`src/rtl/hsi_pkg.sv`:
```
// ============================================================================
// hsi_pkg : shared constants, FSM state type and CRC helper for the HSI slave receiver
// Revision: 1.0
// ============================================================================
`default_nettype none

package hsi_pkg;

    localparam logic [7:0] c_hdr_tm  = 8'hA1;
    localparam logic [7:0] c_hdr_btc = 8'hA2;
    localparam logic [7:0] c_hdr_sr  = 8'hA3;
    localparam logic [7:0] c_hdr_dpr = 8'hA4;
    localparam logic [7:0] c_hdr_ccw = 8'hA5;

    localparam logic [2:0] c_mt_none = 3'd0;
    localparam logic [2:0] c_mt_tm   = 3'd1;
    localparam logic [2:0] c_mt_btc  = 3'd2;
    localparam logic [2:0] c_mt_sr   = 3'd3;
    localparam logic [2:0] c_mt_dpr  = 3'd4;
    localparam logic [2:0] c_mt_ccw  = 3'd5;

    localparam logic [15:0] c_crc_poly = 16'h1021;
    localparam logic [15:0] c_crc_init = 16'hFFFF;

    typedef enum logic [1:0] {
        ST_IDLE    = 2'd0,
        ST_RECV    = 2'd1,
        ST_CHECK   = 2'd2,
        ST_DISCARD = 2'd3
    } state_t;

    function automatic logic [2:0] hdr_to_type(input logic [7:0] hdr);
        case (hdr)
            c_hdr_tm:  return c_mt_tm;
            c_hdr_btc: return c_mt_btc;
            c_hdr_sr:  return c_mt_sr;
            c_hdr_dpr: return c_mt_dpr;
            c_hdr_ccw: return c_mt_ccw;
            default:   return c_mt_none;
        endcase
    endfunction

    function automatic logic [15:0] crc16_update(input logic [15:0] crc, input logic [7:0] b);
        logic [15:0] c;
        c = crc ^ {b, 8'h00};
        for (int i = 0; i < 8; i++) begin
            c = c[15] ? ((c << 1) ^ c_crc_poly) : (c << 1);
        end
        return c;
    endfunction

endpackage

`default_nettype wire

```
`src/rtl/hsi_crc16_ccitt_byte.sv`:
```
// ============================================================================
// hsi_crc16_ccitt_byte : one-cycle byte-wise CRC16-CCITT update with synchronous clear
// Revision: 1.0
// ============================================================================
`default_nettype none

module hsi_crc16_ccitt_byte
    import hsi_pkg::*;
(
    input  logic        clk,
    input  logic        rst,
    input  logic        i_clr,
    input  logic        i_en,
    input  logic [7:0]  i_d,
    output logic [15:0] o_crc
);

    logic [15:0] r_crc;

    // A clear with a simultaneous byte restarts the CRC from that byte.
    always_ff @(posedge clk) begin
        if (rst) begin
            r_crc <= c_crc_init;
        end else if (i_clr) begin
            r_crc <= i_en ? crc16_update(c_crc_init, i_d) : c_crc_init;
        end else if (i_en) begin
            r_crc <= crc16_update(r_crc, i_d);
        end
    end

    assign o_crc = r_crc;

endmodule

`default_nettype wire

```
`src/rtl/hsi_slave_rx.sv`:
```
// ============================================================================
// hsi_slave_rx : HSI command-frame receiver (header, payload, CRC16 trailer)
// Define HSI_SLAVE_CRC_EN to enforce the CRC residue check.   Revision: 1.0
// ============================================================================
`default_nettype none

module hsi_slave_rx
    import hsi_pkg::*;
#(
    parameter int MAX_PAYLOAD = 64
) (
    input  logic        clk,
    input  logic        rst,
    input  logic [7:0]  d,
    input  logic        d_rdy,
    input  logic        dc_err,
    input  logic        msg_end,
    output logic [7:0]  q,
    output logic        q_rdy,
    output logic [2:0]  msg_type,
    output logic        frame_ok,
    output logic        frame_err,
    output logic        crc_err,
    output logic [39:0] btc,
    output logic        btc_rdy,
    output logic        sr_req
);

    localparam int c_cnt_w = $clog2(MAX_PAYLOAD + 3);
    localparam logic [c_cnt_w-1:0] c_cnt_max = c_cnt_w'(MAX_PAYLOAD + 2);
    localparam logic [c_cnt_w-1:0] c_cnt_two = c_cnt_w'(2);
    localparam logic [c_cnt_w-1:0] c_cnt_btc = c_cnt_w'(7);
    localparam logic [c_cnt_w-1:0] c_cnt_one = c_cnt_w'(1);

    state_t             r_state;
    logic [c_cnt_w-1:0] r_cnt;
    logic [7:0]         r_dl0;
    logic [7:0]         r_dl1;
    logic [39:0]        r_btc_sh;

    logic [15:0] w_crc;
    logic [2:0]  w_hdr_type;
    logic        w_start;
    logic        w_take;
    logic        w_ovf;
    logic        w_len_ok;
    logic        w_crc_ok;

    assign w_hdr_type = hdr_to_type(d);
    assign w_ovf      = (r_cnt == c_cnt_max);
    assign w_start    = d_rdy && !dc_err && (r_state == ST_IDLE || r_state == ST_CHECK);
    assign w_take     = d_rdy && !dc_err && !w_ovf && (r_state == ST_RECV);

    hsi_crc16_ccitt_byte u_crc (
        .clk   (clk),
        .rst   (rst),
        .i_clr (w_start),
        .i_en  (w_start | w_take),
        .i_d   (d),
        .o_crc (w_crc)
    );

`ifdef HSI_SLAVE_CRC_EN
    assign w_crc_ok = (w_crc == 16'h0000);
`else
    logic w_unused_crc;
    assign w_unused_crc = ^w_crc;
    assign w_crc_ok     = 1'b1;
`endif

    // r_cnt counts every byte after the header, so it includes the 2-byte trailer.
    always_comb begin
        w_len_ok = 1'b0;
        if (r_cnt >= c_cnt_two) begin
            case (msg_type)
                c_mt_btc: w_len_ok = (r_cnt == c_cnt_btc);
                c_mt_sr:  w_len_ok = (r_cnt == c_cnt_two);
                default:  w_len_ok = 1'b1;
            endcase
        end
    end

    always_ff @(posedge clk) begin
        if (rst) begin
            r_state   <= ST_IDLE;
            r_cnt     <= '0;
            r_dl0     <= '0;
            r_dl1     <= '0;
            r_btc_sh  <= '0;
            q         <= '0;
            q_rdy     <= 1'b0;
            msg_type  <= c_mt_none;
            frame_ok  <= 1'b0;
            frame_err <= 1'b0;
            crc_err   <= 1'b0;
            btc       <= '0;
            btc_rdy   <= 1'b0;
            sr_req    <= 1'b0;
        end else begin
            q_rdy     <= 1'b0;
            frame_ok  <= 1'b0;
            frame_err <= 1'b0;
            crc_err   <= 1'b0;
            btc_rdy   <= 1'b0;
            sr_req    <= 1'b0;
            case (r_state)
                ST_IDLE, ST_CHECK: begin
                    if (r_state == ST_CHECK) begin
                        if (w_crc_ok && w_len_ok) begin
                            frame_ok <= 1'b1;
                            if (msg_type == c_mt_btc) begin
                                btc     <= r_btc_sh;
                                btc_rdy <= 1'b1;
                            end
                            sr_req <= (msg_type == c_mt_sr);
                        end else begin
                            frame_err <= 1'b1;
                            crc_err   <= w_len_ok && !w_crc_ok;
                        end
                    end
                    // A byte seen here (including during CHECK) opens a new frame.
                    r_state  <= ST_IDLE;
                    msg_type <= c_mt_none;
                    if (dc_err) begin
                        r_state <= ST_DISCARD;
                    end else if (d_rdy) begin
                        r_cnt    <= '0;
                        r_btc_sh <= '0;
                        if (w_hdr_type != c_mt_none) begin
                            msg_type <= w_hdr_type;
                            r_state  <= msg_end ? ST_CHECK : ST_RECV;
                        end else if (msg_end) begin
                            frame_err <= 1'b1;
                        end else begin
                            r_state <= ST_DISCARD;
                        end
                    end
                end
                ST_RECV: begin
                    if (dc_err || (d_rdy && w_ovf)) begin
                        msg_type <= c_mt_none;
                        if (msg_end) begin
                            frame_err <= 1'b1;
                            r_state   <= ST_IDLE;
                        end else begin
                            r_state <= ST_DISCARD;
                        end
                    end else begin
                        if (d_rdy) begin
                            r_cnt <= r_cnt + c_cnt_one;
                            r_dl0 <= d;
                            r_dl1 <= r_dl0;
                            // The oldest byte is payload only once two newer bytes exist.
                            if (r_cnt >= c_cnt_two) begin
                                q     <= r_dl1;
                                q_rdy <= 1'b1;
                                if (msg_type == c_mt_btc) begin
                                    r_btc_sh <= {r_btc_sh[31:0], r_dl1};
                                end
                            end
                        end
                        if (msg_end) begin
                            r_state <= ST_CHECK;
                        end
                    end
                end
                default: begin
                    msg_type <= c_mt_none;
                    if (msg_end) begin
                        frame_err <= 1'b1;
                        r_state   <= ST_IDLE;
                    end
                end
            endcase
        end
    end

endmodule

`default_nettype wire

```
`config.mk`:
```
export PLATFORM = sky130hd
export DESIGN_NAME = hsi_slave_rx
export DESIGN_NICKNAME = d
export VERILOG_FILES = /design/src/rtl/hsi_pkg.sv /design/src/rtl/hsi_crc16_ccitt_byte.sv /design/src/rtl/hsi_slave_rx.sv
export SDC_FILE = /design/constraint.sdc
export NUM_CORES = 1
export LEC_CHECK = 0
export CORE_MARGIN = 10
export CORE_UTILIZATION = 50
export CTS_BUF_LIST = sky130_fd_sc_hd__clkbuf_2
export DETAILED_ROUTE_END_ITERATION = 8
export GPL_TIMING_DRIVEN = 0
export HOLD_SLACK_MARGIN = 0.03
export PLACE_DENSITY = 0.74
export REMOVE_ABC_BUFFERS = 1
export SKIP_LAST_GASP = 1
export SLEW_MARGIN = 20
export SYNTH_ARGS = -nofsm -noshare
export SYNTH_HDL_FRONTEND = slang
export SYNTH_SLANG_ARGS = --single-unit
```
`constraint.sdc`:
```
create_clock -name clk -period 2.7 [get_ports clk]
set_input_delay 0.54 -clock clk [delete_from_list [all_inputs] [get_ports clk]]
set_output_delay 0.54 -clock clk [all_outputs]
set_load 0.01 [all_outputs]
```
==> summary.md <==
| Metric | Value |
|---|---|
| Final critical path time including I/O delays and setup | `2.49 ns` |
| Most common cell after layout, fill and taps aside | `sky130_fd_sc_hd__nand2_1` |
| Worst hold path stage count | `2` |
| Post-DR wirelength/cell | `~14 um` |
| Share of the synthesized area in the top cell type | `0.493` |
| Reg2reg start | `r_cnt[3]$_SDFFE_PP0P_` |
| Async set or reset register ratio after synthesis | `0` |
| Die width | `about 120 um` |
| Transition time at the pin with the least slew margin | `approximately 0.86 ns` |
| Max-Slew Margin vs Limit | `0.424` |
| Destination of the worst hold path | `msg_type[2]$_SDFFE_PP0P_` |
| R2R Setup Slk | `0.21 ns` |
| Via count of the routed design | `about 4.1k` |
| Number of detailed-routing iterations run before antenna repair | `5` |
| Maximum number of pins on one net before global-route repair | `slightly below 90` |
| Initial DRC Count | `280` |
| Initial standard-cell utilization of the core | `0.508` |
| Overall track demand over capacity in global routing | `0.154` |
| Total power density per cell area | `~490 mW/mm2` |
| Overflow after GRT | `0` |
| Setup-violating endpoint count in the final report | `0` |
| Largest clock skew in the final design | `slightly below 0.04 ns` |
| Largest driver fanout on the critical path | `14` |
| Top-level I/O count | `70` |
| Layout fillers | `890` |
| Critical path type | `register to register` |
| Leakage | `1.91 nW` |
| Drt drc | `0` |
| Commonest non-fill, non-tap cells in the layout | `sky130_fd_sc_hd__nand2_1, sky130_fd_sc_hd__dfxtp_1, sky130_fd_sc_hd__a21oi_1` |
| Vias/cell | `roughly 5.4` |
| Worst EP required | `3.23 ns` |
| Worst supply voltage drop on vdd | `0.224 mV` |
| Vias in the first global route | `a little over 4k` |
| Core box area | `~0.0097 mm2` |
| Worst path cell trace | `or4_4 -> nor4_4 -> buf_4 -> buf_6 -> nor3_4 -> buf_8 -> mux2_1` |
| Area of the multi-input gates | `roughly 0.0023 mm2` |
| TritonCTS buffer count | `17` |
| Count of synthesis-stage warnings from yosys | `0` |
| Register clock-pin slew on the reported worst setup and hold paths | `approximately 0.16 ns` |
| Cell type contributing the most total cell area after synthesis | `sky130_fd_sc_hd__dfxtp_1` |
| Port bufs | `68` |
| Post-synthesis instance area | `0.00492 mm2` |
| Crit start category | `register` |
| CTS tree | `done` |
| Prevailing post-synth register cell | `sky130_fd_sc_hd__dfxtp_1` |
| Final hold viol count | `0` |
| Chip height | `119 um` |
| Bufs on Longest Clock Path | `2` |
| Number of flops mapped to enable cells by yosys | `0` |
| Dpl hpwl | `between 7 and 8 mm` |
| Synth-to-Final Area Change | `20.0%` |
| Post-synthesis instance total | `570` |
| Post-synthesis average cell area | `about 8.6 um2` |
| Slowest cell delay on critical path | `just over 0.6 ns` |
| Weighted congestion at the end of routability-driven global placement | `0.822` |
| Count of nets after finishing | `636` |
| Cell types with the largest area share after synthesis | `sky130_fd_sc_hd__dfxtp_1, sky130_fd_sc_hd__nand2_1, sky130_fd_sc_hd__a21oi_1, sky130_fd_sc_hd__mux2i_1, sky130_fd_sc_hd__nand2b_1` |
| Number of sinks on the clock net | `121` |
| Launch point of the worst hold path | `rst` |
| Final instance area | `approximately 0.0059 mm2` |
| RSZ-0062 raised after global routing | `false` |
| Number of synthesized register bits | `about 120` |
| Antenna Cells | `0` |
| Final antenna-violating net count | `0` |
| End of the worst register-to-register path | `r_btc_sh[39]$_SDFFE_PP0P_` |
| Worst hold-check path type | `input port to register` |
| Placed cell area | `roughly 0.0057 mm2` |
| Aggregate negative setup slack | `0 ns` |
| Final core utilization | `0.609` |
| Number of levels in the clock H-tree | `4` |
| Aggregate routed wire length | `roughly 11 mm` |
| Status | `complete, no violations` |
| Endpoint class of the critical path | `register` |
| Final slew viol count | `0` |
| CTS root buf | `sky130_fd_sc_hd__clkbuf_2` |
| Critical path data arrival time | `3.02 ns` |
| Slowest cell on the critical path | `sky130_fd_sc_hd__or4_4` |
| Site Rows | `36` |
| Number of maximum-capacitance constraint violations | `0` |
| Global-route wire length before repair | `18.7 mm` |
| Clock network latency to the later pin of the worst-skew pair | `between 0.6 and 0.7 ns` |
| Seq. cell area | `~0.0024 mm2` |
| Initial antenna violation count | `0` |
| Cell count of the worst reg-to-reg path | `7` |
| Synth unique cells | `46` |
| Number of hold buffers added after cts | `0` |
| Layout cells sized above 1 | `0.0900` |
| Full die area | `0.0142 mm2` |
| Share of the clock period used by the worst path | `0.922` |
| Post-synthesis sequential area ratio | `0.493` |
| Fmax | `approximately 400 MHz` |
critical path: cells and delay by family, from the launching register on:
kind	cells	cell delay, ns
muxes	1	0.31
DFF	1	0.42
buffers and inverters	3	0.64
and+or+nand+nor	3	1.02
final cells by class:
cell class | instances | area share
Inverter | 4 | 0.00255
Multi-Input combinational cell | 397 | 0.387
Tap cell | 133 | 0.0282
Timing Repair Buffer | 80 | 0.141
Sequential cell | 121 | 0.411
Clock buffer | 20 | 0.0170
Clock inverter | 11 | 0.0140
logic make-up (layout without fill, tap and decap cells):
family | Yosys count | after routing | share of synthesized area
adders and majority gates | 2 | 2 | 0.00509
AOI/OAI and AO/OA | 123 | 123 | 0.145
and+or+nand+nor | 241 | 241 | 0.243
other | 1 | 1 | 0.000763
muxes | 25 | 25 | 0.0532
buffers and inverters | 52 | 115 | 0.0509
DFF | 121 | 121 | 0.493
xor gates and xnor gates | 5 | 5 | 0.00891
power by group:
group / switching, mW / internal, mW / total (mW)
combinational: 0.0785 / 0.0457 / 0.124
clock: 0.629 / 0.321 / 0.950
sequential: 0.00613 / 1.79 / 1.80
metal layers:
metal / share of wire / up-vias / wire length [um] / track usage
met4: 0.015 / 0 / 162 / 0.0489
met3: 0.073 / 17 / 805 / 0.0590
li1: - / 2081 / - / -
met5: 0 / - / 0 / 0
met1: 0.45 / 1915 / 4950 / 0.181
met2: 0.47 / 111 / 5150 / 0.253
synth_stat cells (2+ instances only):
cell	instances
sky130_fd_sc_hd__nand2_1	134
sky130_fd_sc_hd__dfxtp_1	121
sky130_fd_sc_hd__a21oi_1	84
sky130_fd_sc_hd__clkbuf_1	29
sky130_fd_sc_hd__nand2b_1	23
sky130_fd_sc_hd__nand4_1	18
sky130_fd_sc_hd__mux2i_1	16
sky130_fd_sc_hd__o311ai_0	16
sky130_fd_sc_hd__nor2_1	13
sky130_fd_sc_hd__buf_2	11
sky130_fd_sc_hd__nand3_1	11
sky130_fd_sc_hd__nor3b_1	10
sky130_fd_sc_hd__o21ai_0	9
sky130_fd_sc_hd__nor2b_1	8
sky130_fd_sc_hd__buf_6	5
sky130_fd_sc_hd__mux2_2	5
sky130_fd_sc_hd__nor3_1	5
sky130_fd_sc_hd__xor2_1	5
sky130_fd_sc_hd__inv_1	4
sky130_fd_sc_hd__mux2_1	4
sky130_fd_sc_hd__or4_1	4
sky130_fd_sc_hd__a32oi_1	3
sky130_fd_sc_hd__nand3b_1	3
sky130_fd_sc_hd__a211oi_1	2
sky130_fd_sc_hd__buf_1	2
sky130_fd_sc_hd__ha_1	2
sky130_fd_sc_hd__nor4b_1	2
sky130_fd_sc_hd__o21ai_1	2
sky130_fd_sc_hd__o21bai_1	2
worst max-delay path by stage:
stage | start | end | slack, ns
5_1_grt | r_cnt[1]$_SDFFE_PP0P_ | r_btc_sh[39]$_SDFFE_PP0P_ | 0.06
3_3_place_gp | rst | r_btc_sh[9]$_SDFFE_PP0P_ | -2.57
6_report | r_cnt[3]$_SDFFE_PP0P_ | r_btc_sh[39]$_SDFFE_PP0P_ | 0.21
2_1_floorplan | r_cnt[1]$_SDFFE_PP0P_ | r_btc_sh[36]$_SDFFE_PP0P_ | -0.70
3_5_place_dp | dc_err | r_btc_sh[35]$_SDFFE_PP0P_ | -0.49
4_1_cts | r_cnt[0]$_SDFFE_PP0P_ | r_btc_sh[39]$_SDFFE_PP0P_ | 0.06
per-stage QoR:
stage / worst slack [ns] / std cells / hold slack, ns / power (mW)
final: 0.210 / 766 / 0.320 / 2.88
after global routing: 0.0644 / 766 / 0.301 / 2.99
after CTS: 0.0592 / 762 / 0.285 / 2.90
after detailed placement: -0.493 / 731 / 0.444 / 1.96
after global placement: -2.57 / 723 / 0.437 / 1.95
after floorplan: -0.697 / 522 / 0.421 / 1.88
timing repair:
action,4_1_cts,5_1_grt
resized for setup,1,0
pin swaps,0,1
endpoints found under the setup margin,23,7
setup buffers,0,4
flip-flops by register name, indices dropped and copies added (netlist names):
name       flops
btc           40
r_btc_sh      40
q              8
r_dl0          8
r_dl1          8
r_cnt          7
msg_type       3
r_state        2
btc_rdy        1
frame_err      1
frame_ok       1
q_rdy          1
sr_req         1
No activity file was read; power rests on OpenSTA's default activity.
